<file path="config.mk">
export PLATFORM = sky130hd
export DESIGN_NAME = mem_port_arbiter_flat
export DESIGN_NICKNAME = d
export VERILOG_FILES = /design/src/rtl/mem_port_arbiter_pkg.sv /design/src/rtl/mem_port_arbiter_if.sv /design/src/rtl/mem_arb_pick.sv /design/src/rtl/mem_port_arbiter.sv /design/src/flat_wrapper.sv
export SDC_FILE = /design/constraint.sdc
export NUM_CORES = 1
export LEC_CHECK = 0
export ABC_AREA = 1
export CAP_MARGIN = 0
export CORE_MARGIN = 2
export CORE_UTILIZATION = 40
export CTS_BUF_LIST = sky130_fd_sc_hd__clkbuf_8
export CTS_CLUSTER_SIZE = 28
export DETAILED_ROUTE_END_ITERATION = 12
export PLACE_DENSITY = 0.81
export SETUP_SLACK_MARGIN = 0.4
export SYNTH_ARGS = -nofsm -noshare
export SYNTH_HDL_FRONTEND = slang
export SYNTH_SLANG_ARGS = --single-unit
</file>
<file path="constraint.sdc">
create_clock -name clk -period 1.19 [get_ports clk]
set_input_delay 0.1785 -clock clk [delete_from_list [all_inputs] [get_ports clk]]
set_output_delay 0.1785 -clock clk [all_outputs]
set_load 0.02 [all_outputs]
</file>
<file path="src/rtl/mem_port_arbiter_pkg.sv">
// rtl/mem_port_arbiter_pkg.sv - shared types and constants for the RAM port arbiter
package mem_port_arbiter_pkg;

    localparam int AW_DEF = 32;
    localparam int DW_DEF = 32;

    // Arbiter FSM states
    typedef enum logic {
        IDLE   = 1'b0,
        ACCESS = 1'b1
    } state_e;

    // Requester ids; also the bit positions inside a one-hot grant vector
    localparam logic REQ_IF = 1'b0;
    localparam logic REQ_D  = 1'b1;

    // One-hot grant vector for a requester id
    function automatic logic [1:0] id_onehot(input logic id);
        logic [1:0] oh;
        oh     = 2'b00;
        oh[id] = 1'b1;
        return oh;
    endfunction

endpackage

</file>
<file path="src/rtl/mem_port_arbiter_if.sv">
// rtl/mem_port_arbiter_if.sv - fetch/LSU request ports plus RAM pins of the arbiter
interface mem_port_arbiter_if
    import mem_port_arbiter_pkg::*;
#(
    parameter int AW = AW_DEF,
    parameter int DW = DW_DEF
);

    // Fetch port (read only)
    logic          if_req;
    logic [AW-1:0] if_addr;
    logic          if_gnt;
    logic          if_rvalid;
    logic [DW-1:0] if_rdata;

    // Load/store port
    logic          d_req;
    logic          d_we;
    logic [AW-1:0] d_addr;
    logic [DW-1:0] d_wdata;
    logic          d_gnt;
    logic          d_rvalid;
    logic [DW-1:0] d_rdata;

    // RAM pins
    logic          mem_wena;
    logic          mem_rena;
    logic [AW-1:0] mem_addr;
    logic [DW-1:0] mem_wdata;
    logic [DW-1:0] mem_rdata;

    logic          busy;

    // Arbiter view
    modport slave (
        input  if_req, if_addr,
        output if_gnt, if_rvalid, if_rdata,
        input  d_req, d_we, d_addr, d_wdata,
        output d_gnt, d_rvalid, d_rdata,
        output mem_wena, mem_rena, mem_addr, mem_wdata,
        input  mem_rdata,
        output busy
    );

    // Requester + RAM view
    modport master (
        output if_req, if_addr,
        input  if_gnt, if_rvalid, if_rdata,
        output d_req, d_we, d_addr, d_wdata,
        input  d_gnt, d_rvalid, d_rdata,
        input  mem_wena, mem_rena, mem_addr, mem_wdata,
        output mem_rdata,
        input  busy
    );

endinterface

</file>
<file path="src/rtl/mem_arb_pick.sv">
// rtl/mem_arb_pick.sv - combinational two-way arbiter producing a one-hot grant
module mem_arb_pick
    import mem_port_arbiter_pkg::*;
(
    input  logic       if_req_i,
    input  logic       d_req_i,
    input  logic       last_win_i,
    output logic [1:0] gnt_o
);

    // On contention the port that did not win last time is chosen
    always_comb begin
        gnt_o = 2'b00;
        if (if_req_i && d_req_i) begin
            if (last_win_i == REQ_IF) begin
                gnt_o = id_onehot(REQ_D);
            end else begin
                gnt_o = id_onehot(REQ_IF);
            end
        end else if (d_req_i) begin
            gnt_o = id_onehot(REQ_D);
        end else if (if_req_i) begin
            gnt_o = id_onehot(REQ_IF);
        end
    end

endmodule

</file>
<file path="src/rtl/mem_port_arbiter.sv">
// rtl/mem_port_arbiter.sv - shares the single-port RAM between fetch and LSU; MEMARB_RR_EN selects round-robin
module mem_port_arbiter
    import mem_port_arbiter_pkg::*;
#(
    parameter int AW = AW_DEF,
    parameter int DW = DW_DEF
)(
    input  logic                clk,
    input  logic                rst_n,
    mem_port_arbiter_if.slave   bus
);

    state_e        state_q, state_d;

    logic          cmd_id_q, cmd_id_d;
    logic          cmd_we_q, cmd_we_d;
    logic [AW-1:0] cmd_addr_q, cmd_addr_d;
    logic [DW-1:0] cmd_wdata_q, cmd_wdata_d;

    logic [DW-1:0] if_rdata_q, if_rdata_d;
    logic [DW-1:0] d_rdata_q, d_rdata_d;
    logic          if_rvalid_q, if_rvalid_d;
    logic          d_rvalid_q, d_rvalid_d;

    logic [1:0]    pick_gnt;
    logic          last_win;
    logic          if_gnt, d_gnt;
    logic          mem_wena, mem_rena;

    mem_arb_pick u_pick (
        .if_req_i   (bus.if_req),
        .d_req_i    (bus.d_req),
        .last_win_i (last_win),
        .gnt_o      (pick_gnt)
    );

`ifdef MEMARB_RR_EN
    logic last_win_q, last_win_d;

    // Track the most recent winner of any grant, contended or not
    always_comb begin
        last_win_d = last_win_q;
        if (state_q == IDLE && pick_gnt != 2'b00) begin
            last_win_d = pick_gnt[REQ_D] ? REQ_D : REQ_IF;
        end
    end

    // Last-winner register starts at fetch so the first contention favours data
    always_ff @(posedge clk or negedge rst_n) begin
        if (!rst_n) begin
            last_win_q <= REQ_IF;
        end else begin
            last_win_q <= last_win_d;
        end
    end

    assign last_win = last_win_q;
`else
    // Pinned to fetch so the picker always favours data on contention
    assign last_win = REQ_IF;
`endif

    // FSM next state, command capture, response update and RAM enables
    always_comb begin
        state_d     = state_q;
        cmd_id_d    = cmd_id_q;
        cmd_we_d    = cmd_we_q;
        cmd_addr_d  = cmd_addr_q;
        cmd_wdata_d = cmd_wdata_q;
        if_rdata_d  = if_rdata_q;
        d_rdata_d   = d_rdata_q;
        if_rvalid_d = 1'b0;
        d_rvalid_d  = 1'b0;
        if_gnt      = 1'b0;
        d_gnt       = 1'b0;
        mem_wena    = 1'b0;
        mem_rena    = 1'b0;

        case (state_q)
            IDLE: begin
                if (pick_gnt != 2'b00) begin
                    if_gnt  = pick_gnt[REQ_IF];
                    d_gnt   = pick_gnt[REQ_D];
                    state_d = ACCESS;
                    if (pick_gnt[REQ_D]) begin
                        cmd_id_d    = REQ_D;
                        cmd_we_d    = bus.d_we;
                        cmd_addr_d  = bus.d_addr;
                        cmd_wdata_d = bus.d_wdata;
                    end else begin
                        // fetch is always a read and carries no data
                        cmd_id_d    = REQ_IF;
                        cmd_we_d    = 1'b0;
                        cmd_addr_d  = bus.if_addr;
                        cmd_wdata_d = '0;
                    end
                end
            end

            ACCESS: begin
                mem_wena = cmd_we_q;
                mem_rena = ~cmd_we_q;
                state_d  = IDLE;
                if (cmd_id_q == REQ_D) begin
                    d_rvalid_d = 1'b1;
                    // mem_rdata only looked at when the read enable is up
                    d_rdata_d  = cmd_we_q ? '0 : bus.mem_rdata;
                end else begin
                    if_rvalid_d = 1'b1;
                    if_rdata_d  = bus.mem_rdata;
                end
            end

            default: begin
                state_d = IDLE;
            end
        endcase
    end

    // State, command and response registers; reset drops any pending access
    always_ff @(posedge clk or negedge rst_n) begin
        if (!rst_n) begin
            state_q     <= IDLE;
            cmd_id_q    <= REQ_IF;
            cmd_we_q    <= 1'b0;
            cmd_addr_q  <= '0;
            cmd_wdata_q <= '0;
            if_rdata_q  <= '0;
            d_rdata_q   <= '0;
            if_rvalid_q <= 1'b0;
            d_rvalid_q  <= 1'b0;
        end else begin
            state_q     <= state_d;
            cmd_id_q    <= cmd_id_d;
            cmd_we_q    <= cmd_we_d;
            cmd_addr_q  <= cmd_addr_d;
            cmd_wdata_q <= cmd_wdata_d;
            if_rdata_q  <= if_rdata_d;
            d_rdata_q   <= d_rdata_d;
            if_rvalid_q <= if_rvalid_d;
            d_rvalid_q  <= d_rvalid_d;
        end
    end

    // Enables come from state_q, so an async reset kills mem_wena before the edge
    assign bus.if_gnt    = if_gnt;
    assign bus.d_gnt     = d_gnt;
    assign bus.mem_wena  = mem_wena;
    assign bus.mem_rena  = mem_rena;
    assign bus.mem_addr  = cmd_addr_q;
    assign bus.mem_wdata = cmd_wdata_q;
    assign bus.if_rvalid = if_rvalid_q;
    assign bus.if_rdata  = if_rdata_q;
    assign bus.d_rvalid  = d_rvalid_q;
    assign bus.d_rdata   = d_rdata_q;
    assign bus.busy      = (state_q == ACCESS);

endmodule

</file>
<file path="src/flat_wrapper.sv">
// flat-port wrapper written by rule: the top's interface ports become plain ports
module mem_port_arbiter_flat import mem_port_arbiter_pkg::*;
#(
    parameter int AW = AW_DEF,
    parameter int DW = DW_DEF
)
  (clk, rst_n, bus_if_req, bus_if_addr, bus_if_gnt, bus_if_rvalid, bus_if_rdata, bus_d_req, bus_d_we, bus_d_addr, bus_d_wdata, bus_d_gnt, bus_d_rvalid, bus_d_rdata, bus_mem_wena, bus_mem_rena, bus_mem_addr, bus_mem_wdata, bus_mem_rdata, bus_busy);
  mem_port_arbiter_if #(.AW(AW), .DW(DW)) bus_i ();
  input  logic clk;
  input  logic rst_n;
  input wire logic [$bits(bus_i.if_req)-1:0] bus_if_req;
  input wire logic [$bits(bus_i.if_addr)-1:0] bus_if_addr;
  output wire logic [$bits(bus_i.if_gnt)-1:0] bus_if_gnt;
  output wire logic [$bits(bus_i.if_rvalid)-1:0] bus_if_rvalid;
  output wire logic [$bits(bus_i.if_rdata)-1:0] bus_if_rdata;
  input wire logic [$bits(bus_i.d_req)-1:0] bus_d_req;
  input wire logic [$bits(bus_i.d_we)-1:0] bus_d_we;
  input wire logic [$bits(bus_i.d_addr)-1:0] bus_d_addr;
  input wire logic [$bits(bus_i.d_wdata)-1:0] bus_d_wdata;
  output wire logic [$bits(bus_i.d_gnt)-1:0] bus_d_gnt;
  output wire logic [$bits(bus_i.d_rvalid)-1:0] bus_d_rvalid;
  output wire logic [$bits(bus_i.d_rdata)-1:0] bus_d_rdata;
  output wire logic [$bits(bus_i.mem_wena)-1:0] bus_mem_wena;
  output wire logic [$bits(bus_i.mem_rena)-1:0] bus_mem_rena;
  output wire logic [$bits(bus_i.mem_addr)-1:0] bus_mem_addr;
  output wire logic [$bits(bus_i.mem_wdata)-1:0] bus_mem_wdata;
  input wire logic [$bits(bus_i.mem_rdata)-1:0] bus_mem_rdata;
  output wire logic [$bits(bus_i.busy)-1:0] bus_busy;
  assign bus_i.if_req = bus_if_req;
  assign bus_i.if_addr = bus_if_addr;
  assign bus_if_gnt = bus_i.if_gnt;
  assign bus_if_rvalid = bus_i.if_rvalid;
  assign bus_if_rdata = bus_i.if_rdata;
  assign bus_i.d_req = bus_d_req;
  assign bus_i.d_we = bus_d_we;
  assign bus_i.d_addr = bus_d_addr;
  assign bus_i.d_wdata = bus_d_wdata;
  assign bus_d_gnt = bus_i.d_gnt;
  assign bus_d_rvalid = bus_i.d_rvalid;
  assign bus_d_rdata = bus_i.d_rdata;
  assign bus_mem_wena = bus_i.mem_wena;
  assign bus_mem_rena = bus_i.mem_rena;
  assign bus_mem_addr = bus_i.mem_addr;
  assign bus_mem_wdata = bus_i.mem_wdata;
  assign bus_i.mem_rdata = bus_mem_rdata;
  assign bus_busy = bus_i.busy;
  mem_port_arbiter #(.AW(AW), .DW(DW)) u_core (.clk(clk), .rst_n(rst_n), .bus(bus_i));
endmodule
</file>
==> out/qor.yml <==
grt:
  grt_first_pass_wirelength_mm: 30.6
  grt-ovfl-total: 0
  grt_pass1_vias: 5872
  antenna_found_initial: 0
  grt_start_max_net_pins: 43
  track_usage_pct: 27.5
logic_synthesis:
  yosysUniqueCellTypes: 14
  yosysWarnings: 0
  muxShareOfSynthArea_pct: 0
  postSynthNetCount: 772
  avgSynthCellArea_um2: 8.64
  synthXorXnorAreaFrac_pct: 0
  synth_top_family_by_area: "simple AND/OR/NAND/NOR gates"
  syn_area_mm2: 0.00552
  yosysSeqAreaShare_pct: 60.3
  yosys_register_bits: 133
  synthCells: 639
  yosys.area_share.simple_pct: 26.1
  synth_compound_area_share_pct: 6.10
  synthAdderAreaFrac_pct: 0
run:
  drv_cap: 0
layout:
  fillers: 837
  drive_gt1_share_pct: 34.7
  layout_commonest_cell: "nand2_1"
  antenna_cells: 0
  final_cells: 1223
  syn2layout_area_growth_pct: 92.9
  design_area_mm2: 0.0106
  final_cell_mix: "nand2_1, buf_6, dfrtp_1"
  nets: 1167
floorplanning:
  die-height_um: 121
  num_io_pins: 268
  die_w_um: 121
  core_mm2: 0.0133
  floorplan.die_area_mm2: 0.0148
  rows: 42
  start_util_pct: 41.3
setup_path:
  endpoint_kind: "output port"
  r2r_start: "u_core.bus.busy"
  arrival_ps: 1300
  crit_slowest_cell: "dfrtp_2"
  startpoint_type: "flip-flop"
  cp-endpoint: "bus_if_gnt"
  worstPathMaxFanout: 4
  r2r_slack_ps: -230
  critPathKind: "reg -> out"
  startpoint: "u_core.bus.busy"
  max_stage_delay_ps: 430
  worstRegToRegCells: 9
  regToRegEndpoint: "u_core.bus.mem_addr[27]"
  required_ps: 1010
  crit_path_cell_trace: "clkinv_4 -> nand2_4 -> nor2_4 -> buf_6"
detailed_routing:
  dr.pass1.iters: 6
  drt-vias-per-instance: 4.96
  drt_wl_total_mm: 22.3
  drt_iter0_drc: 474
  ant_nets: 0
  num_vias: 6061
  drc_errors: 0
  wl_per_cell_um: 18.2
cts:
  cts_made_buffers: 17
  tritoncts: "built"
  clock_latency_ps: 440
  root_buffer: "clkbuf_8"
  cts_buffer_depth: 2
  cts.sinks: 133
  h-tree-depth: 4
  clkTransAtPathRegs_ps: 80
pwr:
  leakagePower_uw: 0.00555
  finalPower_uw: 20900
  power_density_mw_per_mm2: 1970
  vdd_drop_max_mv: 0.798
sta:
  fin_hold_ws_ps: 192
  fmax_mhz: 678
  setup_viol: 93
  slew_headroom_pct: 82.1
  rsz0062_at_grt: "yes"
  period_minus_slack_ps: 1480
  clock-skew-final_ps: 13.5
  finalCritPeriodShare_pct: 124
  hold_viol: 0
  layout_setup_ws_ps: -286
  maxSlewViolCount: 0
  tightest_slew_ps: 266
placed_design:
  dp.cells: 1071
  hpwl_mm: 12.1
  portBuffers: 267
  gp_congestion: 0.833
  postPlaceCellArea_mm2: 0.00849
run_status:
  outcome: "complete, but fails checks"
  violations: "negative setup slack"
hold_path:
  hp-class: "in -> async"
==> cells in the mapped netlist <==
master,number,area (um2)
inv_2,2,7.51
nand3_1,33,165
o21ai_1,6,30.0
clkbuf_1,7,26.3
nor2_1,2,7.51
inv_1,38,143
buf_4,12,90.1
o21ai_0,58,290
buf_2,5,25.0
nand2_4,3,33.8
buf_6,11,124
dfrtp_1,133,3330
o21ai_4,1,16.3
nand2_1,328,1230
==> what timing repair did <==
action	4_1_cts	5_1_grt
setup buffers	55	45
cloned	16	3
hold buffers	1	0
pin swaps	14	0
setup endpoints to repair	268	268
hold endpoints to repair	133	0
gates resized for setup	892	27
==> per-layer routing <==
layer  up-vias  share of wire (%)  GRT usage [%]
met2       321                 51           47.6
met1      2914                 35           31.1
met4         0                4.0           13.0
li1       2767                  -              -
met3        59                9.8           8.04
met5         -                  0              0
==> power by group <==
group	switching, uW	internal [uW]	total (uW)
logic	4640	5330	9970
registers	1090	5830	6910
clock network	1860	2170	4040
total	7590	13300	20900
==> flip-flops by register name, indices dropped and copies added, names as in the netlist <==
name                  flops
u_core.cmd_id_q           1
u_core.bus.busy           1
u_core.cmd_we_q           1
u_core.bus.if_rdata      32
u_core.bus.d_rdata       32
u_core.bus.mem_wdata     32
u_core.bus.d_rvalid       1
u_core.bus.if_rvalid      1
u_core.bus.mem_addr      32
==> critical path, delay by kind of cell, from the launching register on <==
kind / cells / cell delay [ps]
AND/OR/NAND/NOR: 2 / 200
flip-flops: 1 / 430
buffers and inverters: 2 / 240
==> how the worst min path moves through the flow <==
| stage | from | to | slack, ps | depth (start not counted) |
|---|---|---|---|---|
| 4_1_cts | rst_n | u_core.bus.d_rdata[31] | 170 | 2 |
| 3_5_place_dp | rst_n | u_core.bus.d_rdata[31] | 60 | 1 |
| 5_1_grt | rst_n | u_core.bus.d_rdata[31] | 200 | 2 |
| 6_report | rst_n | u_core.bus.d_rdata[31] | 190 | 2 |
| 2_1_floorplan | rst_n | u_core.bus.busy | -120 | 0 |
| 3_3_place_gp | rst_n | u_core.bus.d_rdata[31] | 60 | 1 |
==> cell type report <==
| class | count | area, um2 | share of cell area, % |
|---|---|---|---|
| Clock inverter | 13 | 156 | 1.47 |
| Inverter | 40 | 158 | 1.48 |
| Clock buffer | 19 | 262 | 2.46 |
| Sequential cell | 133 | 3330 | 31.3 |
| Timing Repair Buffer | 411 | 4580 | 43.1 |
| Tap cell | 176 | 220 | 2.07 |
| Multi-Input combinational cell | 431 | 1930 | 18.2 |
==> cell families after synthesis <==
logic type | count (synthesis)
DFF | 133
AOI/OAI and AO/OA | 65
and+or+nand+nor | 366
buffers and inverters | 75
==> stage by stage <==
stage,setup TNS [ps],worst slack (ps),utilization (%)
after global placement,-24570,-618,63.6
final,-12230,-286,79.7
after floorplan,0,39.7,-
after CTS,-8810,-307,76.5
after detailed placement,-25960,-639,63.6
after global routing,-17060,-310,79.7
Note: power is estimated with default switching activity, not from simulation.
